## src/rtl/core_host_pkg.sv

```systemverilog
`default_nettype none
// ============================================================================
// Module      : core_host_pkg
// Description : Shared types and constants for the core host sequencer.
// Revision    : 1.0 - initial release
// ============================================================================
package core_host_pkg;

    localparam int ADDR_W_DEF   = 8;
    localparam int DATA_W_DEF   = 8;
    localparam int DUMP_LEN_MAX = 1 << ADDR_W_DEF;

    typedef enum logic [2:0] {
        ST_IDLE  = 3'd0,
        ST_LOAD  = 3'd1,
        ST_RUN   = 3'd2,
        ST_DRAIN = 3'd3,
        ST_DUMP  = 3'd4
    } state_t;

endpackage
`default_nettype wire

```

## src/rtl/core_host_skid.sv

```systemverilog
`default_nettype none
// ============================================================================
// Module      : core_host_skid
// Description : One-entry output register with valid/ready handshake. It
//               accepts a new word whenever it is empty or being drained.
// Revision    : 1.0 - initial release
// ============================================================================
module core_host_skid
    import core_host_pkg::*;
#(
    parameter int DATA_W = DATA_W_DEF
) (
    input  logic              clk,
    input  logic              rst,
    input  logic              en_i,
    input  logic              in_valid_i,
    input  logic [DATA_W-1:0] in_data_i,
    input  logic              in_last_i,
    output logic              adv_o,
    output logic              out_valid_o,
    input  logic              out_ready_i,
    output logic [DATA_W-1:0] out_data_o,
    output logic              out_last_o
);

    logic              valid_q, valid_d;
    logic [DATA_W-1:0] data_q,  data_d;
    logic              last_q,  last_d;

    // The register may take a new word when empty or when its word leaves now.
    assign adv_o = ~valid_q | out_ready_i;

    // Load the incoming word on an advance; otherwise hold contents stable.
    always_comb begin
        valid_d = valid_q;
        data_d  = data_q;
        last_d  = last_q;
        if (en_i && adv_o) begin
            valid_d = in_valid_i;
            data_d  = in_data_i;
            last_d  = in_valid_i & in_last_i;
        end
    end

    // Output register state.
    always_ff @(posedge clk) begin
        if (rst) begin
            valid_q <= 1'b0;
            data_q  <= '0;
            last_q  <= 1'b0;
        end else begin
            valid_q <= valid_d;
            data_q  <= data_d;
            last_q  <= last_d;
        end
    end

    assign out_valid_o = valid_q;
    assign out_data_o  = data_q;
    assign out_last_o  = last_q;

endmodule
`default_nettype wire

```

## src/rtl/core_host_seq.sv

```systemverilog
`default_nettype none
// ============================================================================
// Module      : core_host_seq
// Description : Host-side initiator for the core start/done handshake.
//               Preloads data memory from a byte stream, runs the core until
//               done or timeout, then streams a window of memory back out.
// Revision    : 1.0 - initial release
// ============================================================================
module core_host_seq
    import core_host_pkg::*;
#(
    parameter int ADDR_W    = ADDR_W_DEF,
    parameter int DATA_W    = DATA_W_DEF,
    parameter int LOAD_BASE = 0,
    parameter int DUMP_BASE = 0,
    parameter int DUMP_LEN  = 16,
    parameter int TIMEOUT   = 4096,
    parameter int CNT_W     = 16
) (
    input  logic              clk,
    input  logic              rst,
    input  logic              go,
    input  logic              in_valid,
    output logic              in_ready,
    input  logic [DATA_W-1:0] in_data,
    input  logic              in_last,
    output logic              start,
    input  logic              done,
    output logic              mem_sel,
    output logic              mem_we,
    output logic [ADDR_W-1:0] mem_addr,
    output logic [DATA_W-1:0] mem_wdata,
    input  logic [DATA_W-1:0] mem_rdata,
    output logic              out_valid,
    input  logic              out_ready,
    output logic [DATA_W-1:0] out_data,
    output logic              out_last,
    output logic [CNT_W-1:0]  cycles,
    output logic              timeout,
    output logic              fin
);

    localparam logic [ADDR_W-1:0] LOAD_BASE_C = ADDR_W'(LOAD_BASE);
    localparam logic [ADDR_W-1:0] DUMP_BASE_C = ADDR_W'(DUMP_BASE);
    localparam logic [ADDR_W:0]   LEN_C       = (ADDR_W+1)'(DUMP_LEN);
    localparam logic [ADDR_W:0]   LAST_IDX_C  = LEN_C - (ADDR_W+1)'(1);
    localparam logic [CNT_W-1:0]  TIMEOUT_C   = CNT_W'(TIMEOUT);

    state_t              state_q,   state_d;
    logic [ADDR_W-1:0]   ptr_q,     ptr_d;
    logic [CNT_W-1:0]    cnt_q,     cnt_d;
    logic [CNT_W-1:0]    cycles_q,  cycles_d;
    logic                timeout_q, timeout_d;
    logic                fin_q,     fin_d;
    logic [ADDR_W:0]     fcnt_q,    fcnt_d;   // words whose read has been issued
    logic [ADDR_W:0]     lcnt_q,    lcnt_d;   // words loaded into the output register
    logic                rdv_q,     rdv_d;    // mem_rdata holds a requested word

    logic w_xfer;
    logic w_dump;
    logic w_adv;
    logic w_issue;
    logic w_sk_last;
    logic w_out_done;

    assign w_xfer     = (state_q == ST_LOAD) & in_valid;
    assign w_dump     = (state_q == ST_DUMP);
    assign w_issue    = w_dump & w_adv & (fcnt_q != LEN_C);
    assign w_sk_last  = (lcnt_q == LAST_IDX_C);
    assign w_out_done = out_valid & out_ready & out_last;

    core_host_skid #(
        .DATA_W (DATA_W)
    ) u_skid (
        .clk         (clk),
        .rst         (rst),
        .en_i        (w_dump),
        .in_valid_i  (rdv_q),
        .in_data_i   (mem_rdata),
        .in_last_i   (w_sk_last),
        .adv_o       (w_adv),
        .out_valid_o (out_valid),
        .out_ready_i (out_ready),
        .out_data_o  (out_data),
        .out_last_o  (out_last)
    );

    // Next-state and datapath updates for the session sequencer.
    always_comb begin
        state_d   = state_q;
        ptr_d     = ptr_q;
        cnt_d     = cnt_q;
        cycles_d  = cycles_q;
        timeout_d = timeout_q;
        fin_d     = 1'b0;
        fcnt_d    = fcnt_q;
        lcnt_d    = lcnt_q;
        rdv_d     = rdv_q;
        case (state_q)
            ST_IDLE: begin
                if (go) begin
                    ptr_d     = LOAD_BASE_C;
                    timeout_d = 1'b0;
                    cycles_d  = '0;
                    state_d   = ST_LOAD;
                end
            end
            ST_LOAD: begin
                if (w_xfer) begin
                    ptr_d = ptr_q + ADDR_W'(1);
                    if (in_last) begin
                        cnt_d   = CNT_W'(1);
                        state_d = ST_RUN;
                    end
                end
            end
            ST_RUN: begin
                if (done) begin
                    cycles_d = cnt_q;
                    state_d  = ST_DRAIN;
                end else if (cnt_q == TIMEOUT_C) begin
                    timeout_d = 1'b1;
                    cycles_d  = TIMEOUT_C;
                    state_d   = ST_DRAIN;
                end else begin
                    cnt_d = cnt_q + CNT_W'(1);
                end
            end
            ST_DRAIN: begin
                ptr_d   = DUMP_BASE_C;
                fcnt_d  = '0;
                lcnt_d  = '0;
                rdv_d   = 1'b0;
                state_d = ST_DUMP;
            end
            ST_DUMP: begin
                if (w_adv) begin
                    rdv_d = w_issue;
                    if (rdv_q) begin
                        lcnt_d = lcnt_q + (ADDR_W+1)'(1);
                    end
                end
                if (w_issue) begin
                    ptr_d  = ptr_q + ADDR_W'(1);
                    fcnt_d = fcnt_q + (ADDR_W+1)'(1);
                end
                if (w_out_done) begin
                    fin_d   = 1'b1;
                    state_d = ST_IDLE;
                end
            end
            default: begin
                state_d = ST_IDLE;
            end
        endcase
    end

    // State and datapath registers.
    always_ff @(posedge clk) begin
        if (rst) begin
            state_q   <= ST_IDLE;
            ptr_q     <= LOAD_BASE_C;
            cnt_q     <= '0;
            cycles_q  <= '0;
            timeout_q <= 1'b0;
            fin_q     <= 1'b0;
            fcnt_q    <= '0;
            lcnt_q    <= '0;
            rdv_q     <= 1'b0;
        end else begin
            state_q   <= state_d;
            ptr_q     <= ptr_d;
            cnt_q     <= cnt_d;
            cycles_q  <= cycles_d;
            timeout_q <= timeout_d;
            fin_q     <= fin_d;
            fcnt_q    <= fcnt_d;
            lcnt_q    <= lcnt_d;
            rdv_q     <= rdv_d;
        end
    end

    // Start follows the state register so reset drops it on the next edge.
    assign start     = (state_q == ST_RUN);
    assign mem_sel   = ~start;
    assign in_ready  = (state_q == ST_LOAD);
    assign mem_we    = w_xfer;
    assign mem_wdata = in_data;
    // While the output register stalls, re-present the in-flight address so
    // the returned word is still on mem_rdata when the register frees up.
    assign mem_addr  = (w_dump && !w_adv) ? (ptr_q - ADDR_W'(1)) : ptr_q;
    assign cycles    = cycles_q;
    assign timeout   = timeout_q;
    assign fin       = fin_q;

endmodule
`default_nettype wire
```

## config.mk

```make
export PLATFORM = sky130hd
export DESIGN_NAME = core_host_seq
export DESIGN_NICKNAME = d
export VERILOG_FILES = /design/src/rtl/core_host_pkg.sv /design/src/rtl/core_host_skid.sv /design/src/rtl/core_host_seq.sv
export SDC_FILE = /design/constraint.sdc
export NUM_CORES = 1
export LEC_CHECK = 0
export CORE_MARGIN = 4
export CORE_UTILIZATION = 55
export DETAILED_ROUTE_END_ITERATION = 6
export PLACE_DENSITY_LB_ADDON = 0.25
export SLEW_MARGIN = 20
export SYNTH_ARGS = -nofsm -noshare
export SYNTH_HDL_FRONTEND = slang
export SYNTH_SLANG_ARGS = --single-unit
```

## constraint.sdc

```tcl
create_clock -name clk -period 4.6 [get_ports clk]
set_input_delay 1.15 -clock clk [delete_from_list [all_inputs] [get_ports clk]]
set_output_delay 1.15 -clock clk [all_outputs]
set_load 0.02 [all_outputs]
```

Yosys cells after proc, flatten, opt, wreduce, memory -nomap -nowiden. Index checks and enable logic that the tools add are counted.

$add $sub $neg: 5. Equal/unequal tests: 18. Mux-type cells: 33. Bitwise gates (word level): 10. Reductions and logical operators: 17.

Operators with widths (count): 2-to-1 mux 16 bit (7); one-hot mux 16 bit (2 select lines) (2); one-hot mux 9 bit (2 select lines) (2); 2-to-1 mux 8 bit (4); one-hot mux 8 bit (4 select lines) (1); 2-to-1 mux 9 bit (3); adder 9 x 1 -> 9 bit, second input constant (2); 2-to-1 mux 3 bit (6); adder 16 x 1 -> 16 bit, second input constant (1); equality test 16 x 13 -> 1 bit, second input constant (1); one-hot mux 3 bit (5 select lines) (1); inequality test 2 bit, second input constant (7); AND reduction 5 bit (2); equality test 9 x 4 -> 1 bit, second input constant (1); inequality test 9 x 5 -> 1 bit, second input constant (1); adder 8 x 1 -> 8 bit, second input constant (1); AND reduction 4 bit (2); subtractor 8 x 1 -> 8 bit, second input constant (1); bitwise AND 1 bit (6); equality test 3 x 2 -> 1 bit, second input constant (2); inequality test 2 x 1 -> 1 bit, second input constant (3); AND reduction 3 bit (2); nonzero test 2 bit (3); 2-to-1 mux 1 bit (5); other kinds (12) (17).

Register bits: 74. Input port bits: 23. Output and inout bits: 48. Word-level logic and storage cells: 95.

Logic depth before layout (Yosys ltp).
Depth after elaboration: 6. Depth in mapped cells: 8. Gate-level depth less buffers: 7.

Hierarchy. From an unflattened synthesis, not the netlist that was laid out.

Cell total of the unflattened synthesis: 443. Area total of the unflattened synthesis: 3783.6 µm².

Modules (own cells, without submodules): core_host_seq (instances 1, cells an instance 396, area each 3328.2 µm², sequential area each 1281.2 µm²); core_host_skid (instances 1, cells an instance 47, area each 455.4 µm², sequential area each 200.2 µm²).

Least setup slack after synthesis. No wires, ideal clock.

Kind: input-to-output. Start point: input out_ready. End point: output mem_addr[5]. Arrival time: 2.805 ns. Data required time: 3.450 ns. Path slack: 0.645 ns. Stages: 5. Buffers on the path: 0. Cell sequence: nor2b_1 > nand2_1 > or4_1 > or3_1 > xnor2_1.

Word-level cells in the longest chain between the ends: 4.

Ends and longest elaborated chain: start: declaration (RTL line core_host_seq.sv:35) `input logic out_ready,`; bitwise OR 1 bit (RTL line core_host_skid.sv:31) `assign adv_o = ~valid_q | out_ready_i;`; zero test 1 bit (RTL line core_host_seq.sv:191) `assign mem_addr = (w_dump && !w_adv) ? (ptr_q - ADDR_W'(1)) : ptr_q;`; logical AND 1 bit (RTL line core_host_seq.sv:191); 2-to-1 mux 8 bit (RTL line core_host_seq.sv:191); end: declaration (RTL line core_host_seq.sv:31) `output logic [ADDR_W-1:0] mem_addr,`.

No other way between the ends.

Worst setup path after layout.
Start point: input out_ready. End point: output mem_addr[3].

The elaborated chain is that of the path after synthesis.

==> results.md <==
- First-pass GRT wire length: between 10,000 and 15,000 um
- Max-cap violations: 0
- Fin. max-slew vios: 0
- WS Path Type: input pin to output pin
- # setup viols final: 0
- Synth top area cells: dfxtp_1 42%, a21oi_1 6.0%, nand2_1 4.9%
- Count leader, synth: dfxtp_1
- Dpl cells: 534
- Min Tclk post-route: 4.46 ns
- Share of post-route cells with drive strength above 1: 0.0657
- CTS root buf: clkbuf_8
- Ant. Diodes: 0
- Highest Clock Rate: 224 MHz
- Worst-path clk slew: 0.07 ns
- # port buffers: 54
- CTS tree: done
- Synth area leader: dfxtp_1
- RR Startpoint: state_q[1]
- Post-Place Worst Slack: -0.0536 ns
- Hold crit path type: flop to flop
- I/O Pins: 71
- Row cnt: 29
- Static Leak: 1.53 nW
- Unrepaired setup endpoints after global routing: false
- Critical Path Source: out_ready
- Final Hold Slack: 0.459 ns
- Hold Crit Start: u_skid.out_data_o[3]
- Syn_nets: 460
- WL final: 8080 um
- Synth cell count leaders: 74 x dfxtp_1, 47 x nand2_1, 43 x a21oi_1
- TritonRoute pass-1 iters: 5
- Synth Cell Area: 3570 um2
- Post-synth top flop: dfxtp_1
- Share of the yosys chip area belonging to registers: 0.415
- Detailed-route DRC error count: 0
- Avg Cell Area, Syn: 8.30 um2
- Measured slew at the worst slew-check pin: 1.04 ns
- Die ar.: 7840 um2
- VDD IR-drop max: 0.237 mV
- TritonCTS buffer count: 9
- Sinks on Clock Net: 74
- Final ANT Viol Nets: 0
- Fin worst setup slack: 0.139 ns
- Clock Latency Late Sink: between 0.3 and 0.4 ns
- Non-Filler Instances: 549
- Die W: roughly 89 um
- Largest net degree at the start of global routing: 44
- Max_slew headroom: 0.307
- Core area: 6310 um2
- Post-route cell area: 4290 um2
- Gpl congestion: 0.908
- Mapped Cells: 430
- Arrival time at the worst endpoint: 3.31 ns
- Synth top area share: 0.415
- Hold Fails Final Rpt: 0
- Fill count: 539
- Wire per inst: 14.7 um
- CTS HTree Levels: 3
- Die height: 88.5 um
- Worst path required time: approximately 3.5 ns
- Starting Density: 0.565
- EDFF count, synth: 0
- Initial DRC count: 207
- Initial antenna violation count: 0
- Library cells used by synthesis: 51
- Post-CTS setup repair buffer count: 0
- Crit path max fanout: 3
- Power per cell area: 300 nW/um2
- Vias in the first global route: 2,898
- Vias per Instance: 5.78
- Ys Warns: 0
- Status: finished clean
- CP Launch Type: input pin
- Area after DPL: 4070 um2
- # nets final: 498
- CTS max path bufs: 2
- Synth async-reset ratio: 0
- Crit. End Element: output pin
- Synthesis-to-finish area growth: 20.3%
- Via count: about 3,200
- Period utilization: 0.970
- Dpl hpwl: 5700 um
- Gr ovfl total: 0
- GR Util All Layers: 0.218
- Worst Skew: between 0.01 and 0.015 ns
- Post-synthesis register bit count: 74
[report_power, final]
part	internal, W	total, W	leakage (nW)	switching (W)
Combinational	0.0000345	0.0000851	0.821	0.0000506
Clock	0.000316	0.000550	0.112	0.000234
Sequential	0.000644	0.000651	0.596	0.00000747
[routing by layer]
metal / part of all wire / global-route usage / wire, um
met5: 0 / 0 / 0
met4: 0.016 / 0.0701 / 133
met3: 0.055 / 0.0493 / 443
met2: 0.47 / 0.353 / 3810
met1: 0.46 / 0.290 / 3690
[worst max-delay path, stage by stage]
cell and delay, ns:
clkdlybuf4s50_1 0.43, nor2b_1 0.22, nand2_1 0.10, or4_1 0.48
buf_4 0.18, xnor2_1 0.13, clkdlybuf4s50_1 0.62
[flip-flops by register name, indices dropped and copies added, names as in the netlist, 3 cells and up]
name,count
cnt_q,16
cycles,16
fcnt_q,9
lcnt_q,9
ptr_q,8
state_q,3
u_skid.out_data_o,8
[final timing paths]
path                          end  slack (ns)  cells past startpoint
min reg2reg  u_skid.out_data_o[3]        0.46                      2
max                   mem_addr[3]        0.14                      7
max reg2reg            cycles[15]        1.72                      5
min          u_skid.out_data_o[3]        0.46                      2
[timing repair]
item	in CTS	in global routing
pin swaps	0	0
setup endpoints to repair	1	1
hold buffers	0	0
resized for setup	1	1
[per-stage QoR]
stage | utilization | TNS, ns | power [W]
after floorplan | - | 0 | 0.000729
after global placement | 0.645 | -0.00357 | 0.000750
after detailed placement | 0.645 | -0.0536 | 0.000751
after CTS | 0.679 | 0 | 0.00130
after global routing | 0.680 | 0 | 0.00134
final | 0.680 | 0 | 0.00129
[kinds of logic after synthesis]
group	Yosys count	synth area share
flops	74	0.415
mux	2	0.00561
compound gates	101	0.184
xor+xnor	19	0.0467
simple gates	182	0.264
buf+inv	45	0.0596
fa+ha+maj	7	0.0246
[cell usage in the layout (no fill, tap or decap), types with 4 or more instances in the layout]
master / netlist / layout
or3_1: 7 / 7
nor3_1: 14 / 14
nand2_1: 47 / 47
and2_1: 4 / 4
nand2b_1: 4 / 4
nand4_1: 11 / 11
or4_1: 9 / 9
inv_1: 14 / 14
ha_1: 7 / 7
buf_4: 8 / 4
dfxtp_1: 74 / 74
clkbuf_8: 0 / 10
xnor2_1: 13 / 13
clkdlybuf4s50_1: 0 / 52
nor2_1: 41 / 41
nor4_1: 5 / 5
o21ai_0: 19 / 19
a22o_1: 16 / 16
nand3_1: 15 / 15
a21oi_1: 43 / 43
xor2_1: 6 / 6
and3_1: 4 / 4
[cell type report]
class | count | area (um2) | share of cell area
Clock inverter | 5 | 78.8 | 0.0184
Inverter | 14 | 52.6 | 0.0122
Multi-Input combinational cell | 311 | 1870 | 0.436
Clock buffer | 10 | 138 | 0.0321
Tap cell | 77 | 96.3 | 0.0224
Sequential cell | 74 | 1480 | 0.345
Timing Repair Buffer | 58 | 572 | 0.133
(Power assumes the default switching activity.)
